### config.mk
export PLATFORM = sky130hd
export DESIGN_NAME = mmio_fifo_bank_afu
export DESIGN_NICKNAME = d
export VERILOG_FILES = /design/src/rtl/mmio_fifo_bank_pkg.sv /design/src/rtl/mmio_sync_fifo.sv /design/src/rtl/mmio_fifo_bank_afu.sv
export SDC_FILE = /design/constraint.sdc
export NUM_CORES = 2
export LEC_CHECK = 0
export BUFFER_PORTS_ARGS = -buffer_cell sky130_fd_sc_hd__buf_2
export CAP_MARGIN = 20
export CORE_ASPECT_RATIO = 0.6
export CORE_MARGIN = 1.5
export CORE_UTILIZATION = 30
export CTS_CLUSTER_DIAMETER = 200
export DETAILED_ROUTE_END_ITERATION = 6
export HOLD_SLACK_MARGIN = 0.1
export PLACE_DENSITY_LB_ADDON = 0.3
export SYNTH_ARGS = -nofsm -noshare
export SYNTH_HDL_FRONTEND = slang
export SYNTH_SLANG_ARGS = --single-unit
### constraint.sdc
create_clock -name clk -period 9.05 [get_ports clk]
set_clock_uncertainty 0.2 [all_clocks]
set_input_delay 0.905 -clock clk [delete_from_list [all_inputs] [get_ports clk]]
set_output_delay 0.905 -clock clk [all_outputs]
set_load 0.1 [all_outputs]
### src/rtl/mmio_fifo_bank_pkg.sv
// mmio_fifo_bank_pkg: CCI-P MMIO types, register map and channel decode for the FIFO bank AFU.
`ifndef AFU_ACCEL_UUID
`define AFU_ACCEL_UUID 128'h0
`endif
package mmio_fifo_bank_pkg;
  typedef struct packed {
    logic [15:0] address;
    logic [1:0]  length;
    logic        rsvd0;
    logic [8:0]  tid;
  } t_ccip_c0_ReqMmioHdr;
  typedef struct packed {
    logic [8:0] tid;
  } t_ccip_c2_RspMmioHdr;
  typedef struct packed {
    logic [27:0]  hdr;
    logic [511:0] data;
    logic         rspValid;
    logic         mmioRdValid;
    logic         mmioWrValid;
  } t_if_ccip_c0_Rx;
  typedef struct packed {
    t_if_ccip_c0_Rx c0;
    logic           c0TxAlmFull;
    logic           c1TxAlmFull;
  } t_if_ccip_Rx;
  typedef struct packed {
    logic [73:0] hdr;
    logic        valid;
  } t_if_ccip_c0_Tx;
  typedef struct packed {
    logic [79:0]  hdr;
    logic [511:0] data;
    logic         valid;
  } t_if_ccip_c1_Tx;
  typedef struct packed {
    t_ccip_c2_RspMmioHdr hdr;
    logic                mmioRdValid;
    logic [63:0]         data;
  } t_if_ccip_c2_Tx;
  typedef struct packed {
    t_if_ccip_c0_Tx c0;
    t_if_ccip_c1_Tx c1;
    t_if_ccip_c2_Tx c2;
  } t_if_ccip_Tx;
  localparam logic [15:0] DFH       = 16'h0000;
  localparam logic [15:0] ID_L      = 16'h0002;
  localparam logic [15:0] ID_H      = 16'h0004;
  localparam logic [15:0] CTRL      = 16'h0010;
  localparam logic [15:0] INFO      = 16'h0012;
  localparam logic [15:0] DATA_BASE = 16'h0020;
  localparam logic [15:0] STAT_BASE = 16'h0022;
  localparam int          CH_STRIDE = 4;
  // AFU feature type in [63:60], end-of-list in [40]
  localparam logic [63:0] DFH_VAL   = 64'h1000_0100_0000_0000;
  localparam int ST_EMPTY = 0;
  localparam int ST_FULL  = 1;
  localparam int ST_OVF   = 2;
  localparam int ST_UDF   = 3;
  localparam int ST_CNT   = 16;
  typedef struct packed {
    logic       hit;
    logic       stat;
    logic [2:0] ch;
  } t_ch_dec;
  function automatic t_ch_dec ch_decode(input logic [15:0] addr, input int num_ch);
    logic [15:0] off;
    logic [15:0] sub;
    t_ch_dec d;
    off = addr - DATA_BASE;
    sub = off % 16'(CH_STRIDE);
    d.stat = sub == (STAT_BASE - DATA_BASE);
    d.hit = addr >= DATA_BASE && (sub == '0 || d.stat) && int'(off / 16'(CH_STRIDE)) < num_ch;
    d.ch = 3'(off / 16'(CH_STRIDE));
    return d;
  endfunction
endpackage

### src/rtl/mmio_sync_fifo.sv
// mmio_sync_fifo: single-clock FIFO with flush and sticky overflow/underflow flags.
module mmio_sync_fifo #(
  parameter int WIDTH = 64,
  parameter int DEPTH = 16,
  localparam int AW = $clog2(DEPTH),
  localparam int CW = $clog2(DEPTH + 1)
) (
  input  logic             clk,
  input  logic             rst,
  input  logic             push,
  input  logic             pop,
  input  logic             flush,
  input  logic [WIDTH-1:0] din,
  output logic [WIDTH-1:0] dout,
  output logic [CW-1:0]    count,
  output logic             full,
  output logic             empty,
  output logic             overflow,
  output logic             underflow
);
  logic [WIDTH-1:0] mem [DEPTH];
  logic [AW-1:0] wp, rp;
  logic wr_en, rd_en;
  assign empty = count == '0;
  assign full = count == CW'(DEPTH);
  assign wr_en = push & ~full & ~flush;
  assign rd_en = pop & ~empty & ~flush;
  // empty pops read back zero rather than stale storage
  assign dout = empty ? '0 : mem[rp];
  always_ff @(posedge clk)
    if (wr_en) mem[wp] <= din;
  always_ff @(posedge clk or posedge rst)
    if (rst) begin
      wp <= '0;
      rp <= '0;
      count <= '0;
      overflow <= 1'b0;
      underflow <= 1'b0;
    end else if (flush) begin
      wp <= '0;
      rp <= '0;
      count <= '0;
      overflow <= 1'b0;
      underflow <= 1'b0;
    end else begin
      if (wr_en) wp <= wp + 1'b1;
      if (rd_en) rp <= rp + 1'b1;
      count <= count + CW'(wr_en) - CW'(rd_en);
      overflow <= overflow | (push & full);
      underflow <= underflow | (pop & empty);
    end
endmodule

### src/rtl/mmio_fifo_bank_afu.sv
// mmio_fifo_bank_afu: CCI-P MMIO AFU exposing NUM_CH host-visible FIFOs
// (write pushes, read pops) plus DFH/ID/INFO/CTRL/STAT registers.
module mmio_fifo_bank_afu
  import mmio_fifo_bank_pkg::*;
#(
  parameter int NUM_CH = 4,
  parameter int DEPTH = 16,
  parameter int WIDTH = 64,
  parameter logic [127:0] AFU_ID = `AFU_ACCEL_UUID
) (
  input  logic        clk,
  input  logic        rst,
  input  t_if_ccip_Rx rx,
  output t_if_ccip_Tx tx
);
  localparam int CW = $clog2(DEPTH + 1);
  t_ccip_c0_ReqMmioHdr hdr;
  t_ch_dec dec;
  logic rd, wr;
  logic [NUM_CH-1:0] push, pop, flush, full, empty, ovf, udf;
  logic [WIDTH-1:0] dout [NUM_CH];
  logic [CW-1:0] count [NUM_CH];
  logic [63:0] ch_data, st, rdata;
  logic rsp_valid;
  logic [8:0] rsp_tid;
  logic [63:0] rsp_data;
  logic unused_ok;
  assign hdr = t_ccip_c0_ReqMmioHdr'(rx.c0.hdr);
  assign dec = ch_decode(hdr.address, NUM_CH);
  // a colliding write is dropped so the read still gets its response
  assign rd = rx.c0.mmioRdValid;
  assign wr = rx.c0.mmioWrValid & ~rd;
  assign flush = (wr && hdr.address == CTRL) ? rx.c0.data[NUM_CH-1:0] : '0;
  assign unused_ok = ^{rx, hdr};
  always_comb begin
    push = '0;
    pop = '0;
    st = '0;
    ch_data = '0;
    for (int i = 0; i < NUM_CH; i++)
      if (dec.hit && dec.ch == 3'(i)) begin
        push[i] = wr && !dec.stat;
        pop[i] = rd && !dec.stat;
        st[ST_EMPTY] = empty[i];
        st[ST_FULL] = full[i];
        st[ST_OVF] = ovf[i];
        st[ST_UDF] = udf[i];
        st[ST_CNT +: 16] = 16'(count[i]);
        ch_data = dec.stat ? st : 64'(dout[i]);
      end
  end
  always_comb
    case (hdr.address)
      DFH:     rdata = DFH_VAL;
      ID_L:    rdata = AFU_ID[63:0];
      ID_H:    rdata = AFU_ID[127:64];
      INFO:    rdata = {32'h0, 16'(DEPTH), 8'(WIDTH), 8'(NUM_CH)};
      default: rdata = dec.hit ? ch_data : '0;
    endcase
  for (genvar c = 0; c < NUM_CH; c++) begin : g_ch
    mmio_sync_fifo #(.WIDTH(WIDTH), .DEPTH(DEPTH)) u_fifo (
      .clk(clk),
      .rst(rst),
      .push(push[c]),
      .pop(pop[c]),
      .flush(flush[c]),
      .din(rx.c0.data[WIDTH-1:0]),
      .dout(dout[c]),
      .count(count[c]),
      .full(full[c]),
      .empty(empty[c]),
      .overflow(ovf[c]),
      .underflow(udf[c])
    );
  end
  always_ff @(posedge clk or posedge rst)
    if (rst) begin
      rsp_valid <= 1'b0;
      rsp_tid <= '0;
      rsp_data <= '0;
    end else begin
      rsp_valid <= rd;
      rsp_tid <= rd ? hdr.tid : '0;
      rsp_data <= rd ? rdata : '0;
    end
  always_comb begin
    tx = '0;
    tx.c2.mmioRdValid = rsp_valid;
    tx.c2.hdr.tid = rsp_tid;
    tx.c2.data = rsp_data;
  end
  a_no_rd_wr_collision: assert property (@(posedge clk) disable iff (rst)
    !(rx.c0.mmioRdValid && rx.c0.mmioWrValid));
endmodule

Word level (Yosys, flattened, before mapping)
Memories as Yosys holds them, arrays and structs flattened.
Index checks and enable logic that the tools add are counted.
{"block": "classes", "addsub": 17, "magnitude_cmp": 2, "n_eq_ne": 12, "mux": 61, "n_bitwise": 46, "reduce_logical": 27}
{"cell": "64-bit two-way mux", "count": 14}
{"cell": "64-bit one-hot mux with 3 select lines", "count": 1}
{"cell": "4-bit two-way mux", "count": 17}
{"cell": "4-bit by 1-bit adder with 4-bit output (second input constant)", "count": 8}
{"cell": "16-bit by 5-bit == test with 1-bit output (second input constant)", "count": 2}
{"cell": "16-bit logical NOT", "count": 2}
{"cell": "1-bit bitwise AND", "count": 25}
{"cell": "1-bit two-way mux", "count": 24}
{"cell": "5-bit by 1-bit adder with 5-bit output", "count": 4}
{"cell": "5-bit == test (second input constant)", "count": 4}
{"cell": "5-bit logical NOT", "count": 4}
{"cell": "5-bit two-way mux", "count": 4}
{"cell": "5-bit by 1-bit subtractor with 5-bit output", "count": 4}
{"cell": "16-bit by 2-bit == test with 1-bit output (second input constant)", "count": 1}
{"cell": "16-bit by 3-bit == test with 1-bit output (second input constant)", "count": 1}
{"cell": "16-bit by 6-bit >= comparator with 1-bit output (second input constant)", "count": 1}
{"cell": "2-bit nonzero test", "count": 8}
{"cell": "16-bit by 6-bit subtractor with 16-bit output (second input constant)", "count": 1}
{"cell": "14-bit by 3-bit < comparator with 1-bit output (second input constant)", "count": 1}
{"cell": "1-bit NOT", "count": 13}
{"cell": "1-bit logical AND", "count": 9}
{"cell": "9-bit two-way mux", "count": 1}
{"cell": "1-bit OR", "count": 8}
{"cell": "3-bit by 2-bit == test with 1-bit output (second input constant)", "count": 2}
{"cell": "6 further kinds", "count": 6}
{"block": "word_totals", "ff_bits": 134, "ramBits": 4096, "input_bits": 547, "word_cells": 192, "mem_count": 4}
{"name": "g_ch[0].u_fifo.mem", "depth": 16, "word_bits": 64, "rd": 1, "rd_clocked_by_memory_dff": 0, "write_ports": 1, "line": "mmio_sync_fifo.sv:21", "rtl": "logic [WIDTH-1:0] mem [DEPTH];"}
{"name": "g_ch[1].u_fifo.mem", "depth": 16, "word_bits": 64, "rd": 1, "rd_clocked_by_memory_dff": 0, "write_ports": 1, "line": "mmio_sync_fifo.sv:21"}
{"name": "g_ch[2].u_fifo.mem", "depth": 16, "word_bits": 64, "rd": 1, "rd_clocked_by_memory_dff": 0, "write_ports": 1, "line": "mmio_sync_fifo.sv:21"}
{"name": "g_ch[3].u_fifo.mem", "depth": 16, "word_bits": 64, "rd": 1, "rd_clocked_by_memory_dff": 0, "write_ports": 1, "line": "mmio_sync_fifo.sv:21"}

Longest topological paths before layout
{"block": "depth", "word_depth": 13, "depth_mapped": 18, "mapped_depth_nobuf": 17}

Hierarchy
Synthesis repeated with hierarchy kept, for this count alone.
{"block": "unflattened", "cells_unflattened": 8048, "area_unflattened_um2": 168007.4}
{"module": "mmio_sync_fifo", "n_inst": 4, "cells_each": 1698, "area_each_um2": 39484.1, "seq_area_each_um2": 31124.9}
{"module": "mmio_fifo_bank_afu", "n_inst": 1, "cells_each": 1256, "area_each_um2": 10070.9, "seq_area_each_um2": 1851.8}

Worst setup path after synthesis
No wires, ideal clock.
{"block": "synth_timing", "kind": "input to register", "from": "input port rx[534] in the netlist's numbering", "to": "memory g_ch[3].u_fifo.mem[3][0] (enable)", "setup_time_ps": 644, "arrival_time_ps": 8491, "slack_ps": -285, "stages": 7, "path_buffers": 1, "cell_sequence": "inv_1 -> ha_1 -> xnor2_1 -> nand4_4 -> or4_1 -> buf_2 -> nor4_1"}
{"block": "synth_between", "elab_chain_cells": 9}
{"item": "from (decl)", "line": "mmio_fifo_bank_afu.sv:13", "rtl": "input t_if_ccip_Rx rx,"}
{"item": "16-bit by 6-bit subtractor with 16-bit output / 16-bit by 6-bit >= comparator with 1-bit output (equally long branches)", "line": "mmio_fifo_bank_pkg.sv:70, mmio_fifo_bank_pkg.sv:73"}
{"item": "14-bit by 3-bit < comparator with 1-bit output / 1-bit logical AND (equally long branches)", "line": "mmio_fifo_bank_pkg.sv:73", "rtl": "d.hit = addr >= DATA_BASE && (sub == '0 || d.stat) && int'(off / 16'(CH_STRIDE)) < num_ch;"}
{"item": "1-bit logical AND", "line": "mmio_fifo_bank_pkg.sv:73"}
{"item": "1-bit logical AND", "line": "mmio_fifo_bank_afu.sv:41", "rtl": "if (dec.hit && dec.ch == 3'(i)) begin"}
{"item": "1-bit two-way mux", "line": "mmio_fifo_bank_afu.sv:41"}
{"item": "1-bit bitwise AND", "line": "mmio_sync_fifo.sv:26", "rtl": "assign wr_en = push & ~full & ~flush;"}
{"item": "1-bit bitwise AND (*)", "line": "mmio_sync_fifo.sv:26"}
{"item": "1-bit two-way mux (*)", "line": "mmio_sync_fifo.sv:31", "rtl": "if (wr_en) mem[wp] <= din;"}
{"item": "1-bit two-way mux (not written as such) (*)", "line": "mmio_sync_fifo.sv:31"}
{"item": "to (decl)", "line": "mmio_sync_fifo.sv:21"}
Every way passes the cells marked *; elsewhere a longest branch is shown, timed or not.

Final worst setup path
{"block": "layout_timing", "from": "input port rx[534] in the netlist's numbering", "to": "memory g_ch[1].u_fifo.mem[9][13] (enable)"}
{"block": "layout_between", "elab_chain_cells": 9}
{"item": "16-bit by 6-bit subtractor with 16-bit output / 16-bit by 6-bit >= comparator with 1-bit output (equally long branches)", "line": "mmio_fifo_bank_pkg.sv:70, mmio_fifo_bank_pkg.sv:73"}
{"item": "14-bit by 3-bit < comparator with 1-bit output / 1-bit logical AND (equally long branches)", "line": "mmio_fifo_bank_pkg.sv:73"}
{"item": "1-bit logical AND", "line": "mmio_fifo_bank_pkg.sv:73"}
{"item": "1-bit logical AND", "line": "mmio_fifo_bank_afu.sv:41"}
{"item": "1-bit two-way mux", "line": "mmio_fifo_bank_afu.sv:41"}
{"item": "1-bit bitwise AND", "line": "mmio_sync_fifo.sv:26"}
{"item": "1-bit bitwise AND (*)", "line": "mmio_sync_fifo.sv:26"}
{"item": "1-bit two-way mux (*)", "line": "mmio_sync_fifo.sv:31"}
{"item": "1-bit two-way mux (not written as such) (*)", "line": "mmio_sync_fifo.sv:31"}
{"item": "to (decl)", "line": "mmio_sync_fifo.sv:21"}
Marks and branches as above.

==> results.json <==
{
  "status": "finished, final reports clean",
  "hold_start": "rx[66]",
  "hold-path-endpoint": "g_ch[3].u_fifo.mem[6][61]",
  "start_util_pct": 30.2,
  "synthTopCellsByArea": "edfxtp_1 (74%), mux4_2 (14%), buf_4 (3.1%), dfrtp_1 (2.0%), a22oi_1 (1.1%)",
  "max_cap_viol_count": 0,
  "fp.dieH_um": 580,
  "cpPeakStageDelay_ns": 0.78,
  "power_density_nw_per_um2": 209,
  "crit_family": "simple AND/OR/NAND/NOR gates",
  "synth_edf_count": 4096,
  "rows": 211,
  "layout-drive-gt1-share_pct": 24.3,
  "ir_drop_mv": 0.160,
  "grt_pass1_vias": 80000,
  "clock_path_buffers": 4,
  "worstSkewPairLatency_ns": 0.98,
  "antenna_found_initial": 54,
  "drv_slew": 0,
  "criticalPathCategory": "in -> reg",
  "gp_congestion": 0.812,
  "yosys-top-cells-count": "edfxtp_1 (4096), mux4_2 (1011), buf_4 (685)",
  "firstDrtPassIters": 6,
  "cts.sinks": 4230,
  "worst_pin_slew_ns": 1.24,
  "routed-via-count": 81100,
  "gr-total-overflow": 0,
  "holdPathStages": 1,
  "num_io_pins": 1289,
  "hpwl_um": 270000,
  "numPortBuffers": 166,
  "cp-end-kind": "flop",
  "ys_types": 77,
  "cts-htree-levels": 5,
  "ys_ff_latch": 4230,
  "worstPathRequired_ns": 9.41,
  "holdCritPathClass": "in -> reg",
  "ys_seq_area_share_pct": 75.8,
  "final_nets": 8943,
  "timing.slew.headroom_pct": 16.6,
  "r2r_slack_ns": 4.24,
  "wl_per_cell_um": 29.4,
  "period_share_pct": 56.1,
  "r2r_start": "g_ch[2].u_fifo.rp[0]",
  "grt_use_total_pct": 16.2,
  "core-area_um2": 552000,
  "setup_slack_ns": 3.98,
  "synth_top_flop_cell": "edfxtp_1",
  "r2r-end": "rsp_data[10]",
  "fmax_ghz": 0.197,
  "drtIter0Drc": 11100,
  "ys_async_sr_fraction_pct": 3.17,
  "ant_nets": 0,
  "critPathMaxFanout": 29,
  "cts_tree": "yes",
  "clk_pin_slew_worst_paths_ns": 0.07,
  "dieArea_um2": 560000,
  "area_delta_synth_final_pct": 12.7,
  "syn_area_um2": 167000,
  "grt_pass1_wl_um": 647000,
  "arrival_ns": 5.43,
  "r2r_cells": 7,
  "die_w_um": 965,
  "grt_setup_unrepaired": "no",
  "cts_resized": 0,
  "finalPower_mw": 39.3,
  "finalSetupViolations": 0,
  "fin_util_pct": 34.0,
  "p_leak_nw": 58.2,
  "synth.most_common_cell": "edfxtp_1",
  "hold_violations": 0,
  "clockRootBuffer": "clkbuf_16",
  "fillers": 51400,
  "avgSynthCellArea_um2": 21.0,
  "start_kind": "input pin",
  "drc": 0,
  "crit_chain": "buf_2 > inv_1 > ha_1 > xnor2_1 > nand3_2 > nor2_2 > nand3_1 > nor3b_1 > and2_4 > buf_4",
  "critPathSlowestCell": "xnor2_1",
  "viasPerCell": 5.07,
  "period_minus_slack_ns": 5.07,
  "yosysTopAreaCellShare_pct": 73.8,
  "ys_warn_count": 0,
  "dpl_worst_slack_ns": 3.01,
  "path_buf_inv": 3,
  "synthCells": 7915,
  "numCtsBuffers": 381,
  "drt-total-wl_um": 471000,
  "grt_max_degree": 98,
  "synth.largest_area_cell": "edfxtp_1"
}
-- flip-flops by register name, summed over array words and instances, names as in the netlist --
| signal | count |
|---|---|
| rsp_tid | 9 |
| rsp_valid | 1 |
| g_ch.u_fifo.overflow | 4 |
| g_ch.u_fifo.underflow | 4 |
| rsp_data | 64 |
| g_ch.u_fifo.mem | 4096 |
| g_ch.u_fifo.rp | 16 |
| g_ch.u_fifo.count | 20 |
| g_ch.u_fifo.wp | 16 |
-- routing by layer --
layer / GRT usage [%] / vias to the layer above / routed length (um)
li1: - / 32200 / -
met1: 24.4 / 44200 / 208000
met2: 24.4 / 4050 / 209000
met3: 3.43 / 625 / 43500
met4: 3.14 / 4 / 10000
met5: 0.196 / - / 168
-- worst max path at each step --
stage	startpoint	endpoint	slack (ns)	depth (start not counted)
CTS	rx[534]	g_ch[1].u_fifo.mem[8][26]	4.00	10
global route	rx[534]	g_ch[1].u_fifo.mem[9][13]	3.81	10
detailed placement	rx[534]	g_ch[1].u_fifo.mem[9][26]	3.01	10
floorplan	rx[534]	g_ch[3].u_fifo.mem[0][0]	-0.28	7
global placement	rx[534]	g_ch[3].u_fifo.mem[9][32]	3.10	11
finish	rx[534]	g_ch[1].u_fifo.mem[9][13]	3.98	10
-- cells by family after synthesis --
kind of cell	synth area share, %
other	0.00225
adder cells (fa/ha/maj)	0.386
AO/OA/AOI/OAI	2.94
flip-flops	75.8
multiplexers	14.7
buffers and inverters	4.21
AND/OR/NAND/NOR	1.75
XOR/XNOR	0.152
-- power by group --
group | switching (mW) | internal (mW) | total [mW]
clock | 7.29 | 8.80 | 16.1
combinational | 1.64 | 0.116 | 1.75
sequential | 0.0260 | 21.5 | 21.5
total | 8.95 | 30.4 | 39.3
-- per-stage QoR --
step                      hold WS (ns)  std cells  setup TNS [ns]  area, um^2
after floorplan                  0.258       8582          -53.51      169000
after global placement           0.278      15200               0      175000
after detailed placement         0.288      15300               0      175000
after CTS                        0.117      16000               0      187000
after global routing             0.100      16000               0      188000
final                            0.133      16000               0      188000
-- area by class of cell --
type                    instances  area [um^2]  share of cell area, %
clock inverters               200         1800                  0.961
diodes                         11         27.5                 0.0147
inverters                      63          245                  0.131
flip-flops and latches       4230       126000                   67.3
well taps                    7348         9190                   4.89
clock buffers                 487        10200                   5.45
multi-input cells            3217        36100                   19.2
repair buffers                454         3810                   2.03
-- placed cells by master (no fill, tap or decap), types with 45 or more instances in the layout --
cell type and instances:
edfxtp_1 4096, mux4_2 1011, conb_1 668, clkbuf_16 391
a22oi_1 249, buf_4 206, buf_2 166, mux2i_1 157
nand2_1 152, nor2_1 144, dfrtp_1 120, o21ai_0 109
clkbuf_1 87, o22ai_1 84, clkinv_1 78, a21oi_1 67
clkinv_2 64, inv_1 58, buf_12 52, nand3_1 50
ha_1 45
-- what timing repair did --
item | 4_1_cts | 5_1_grt
buffers inserted | 0 | 0
hold buffers | 10 | 10
endpoints found under the hold margin | 65 | 75
Note: power is estimated with default switching activity, not from simulation.
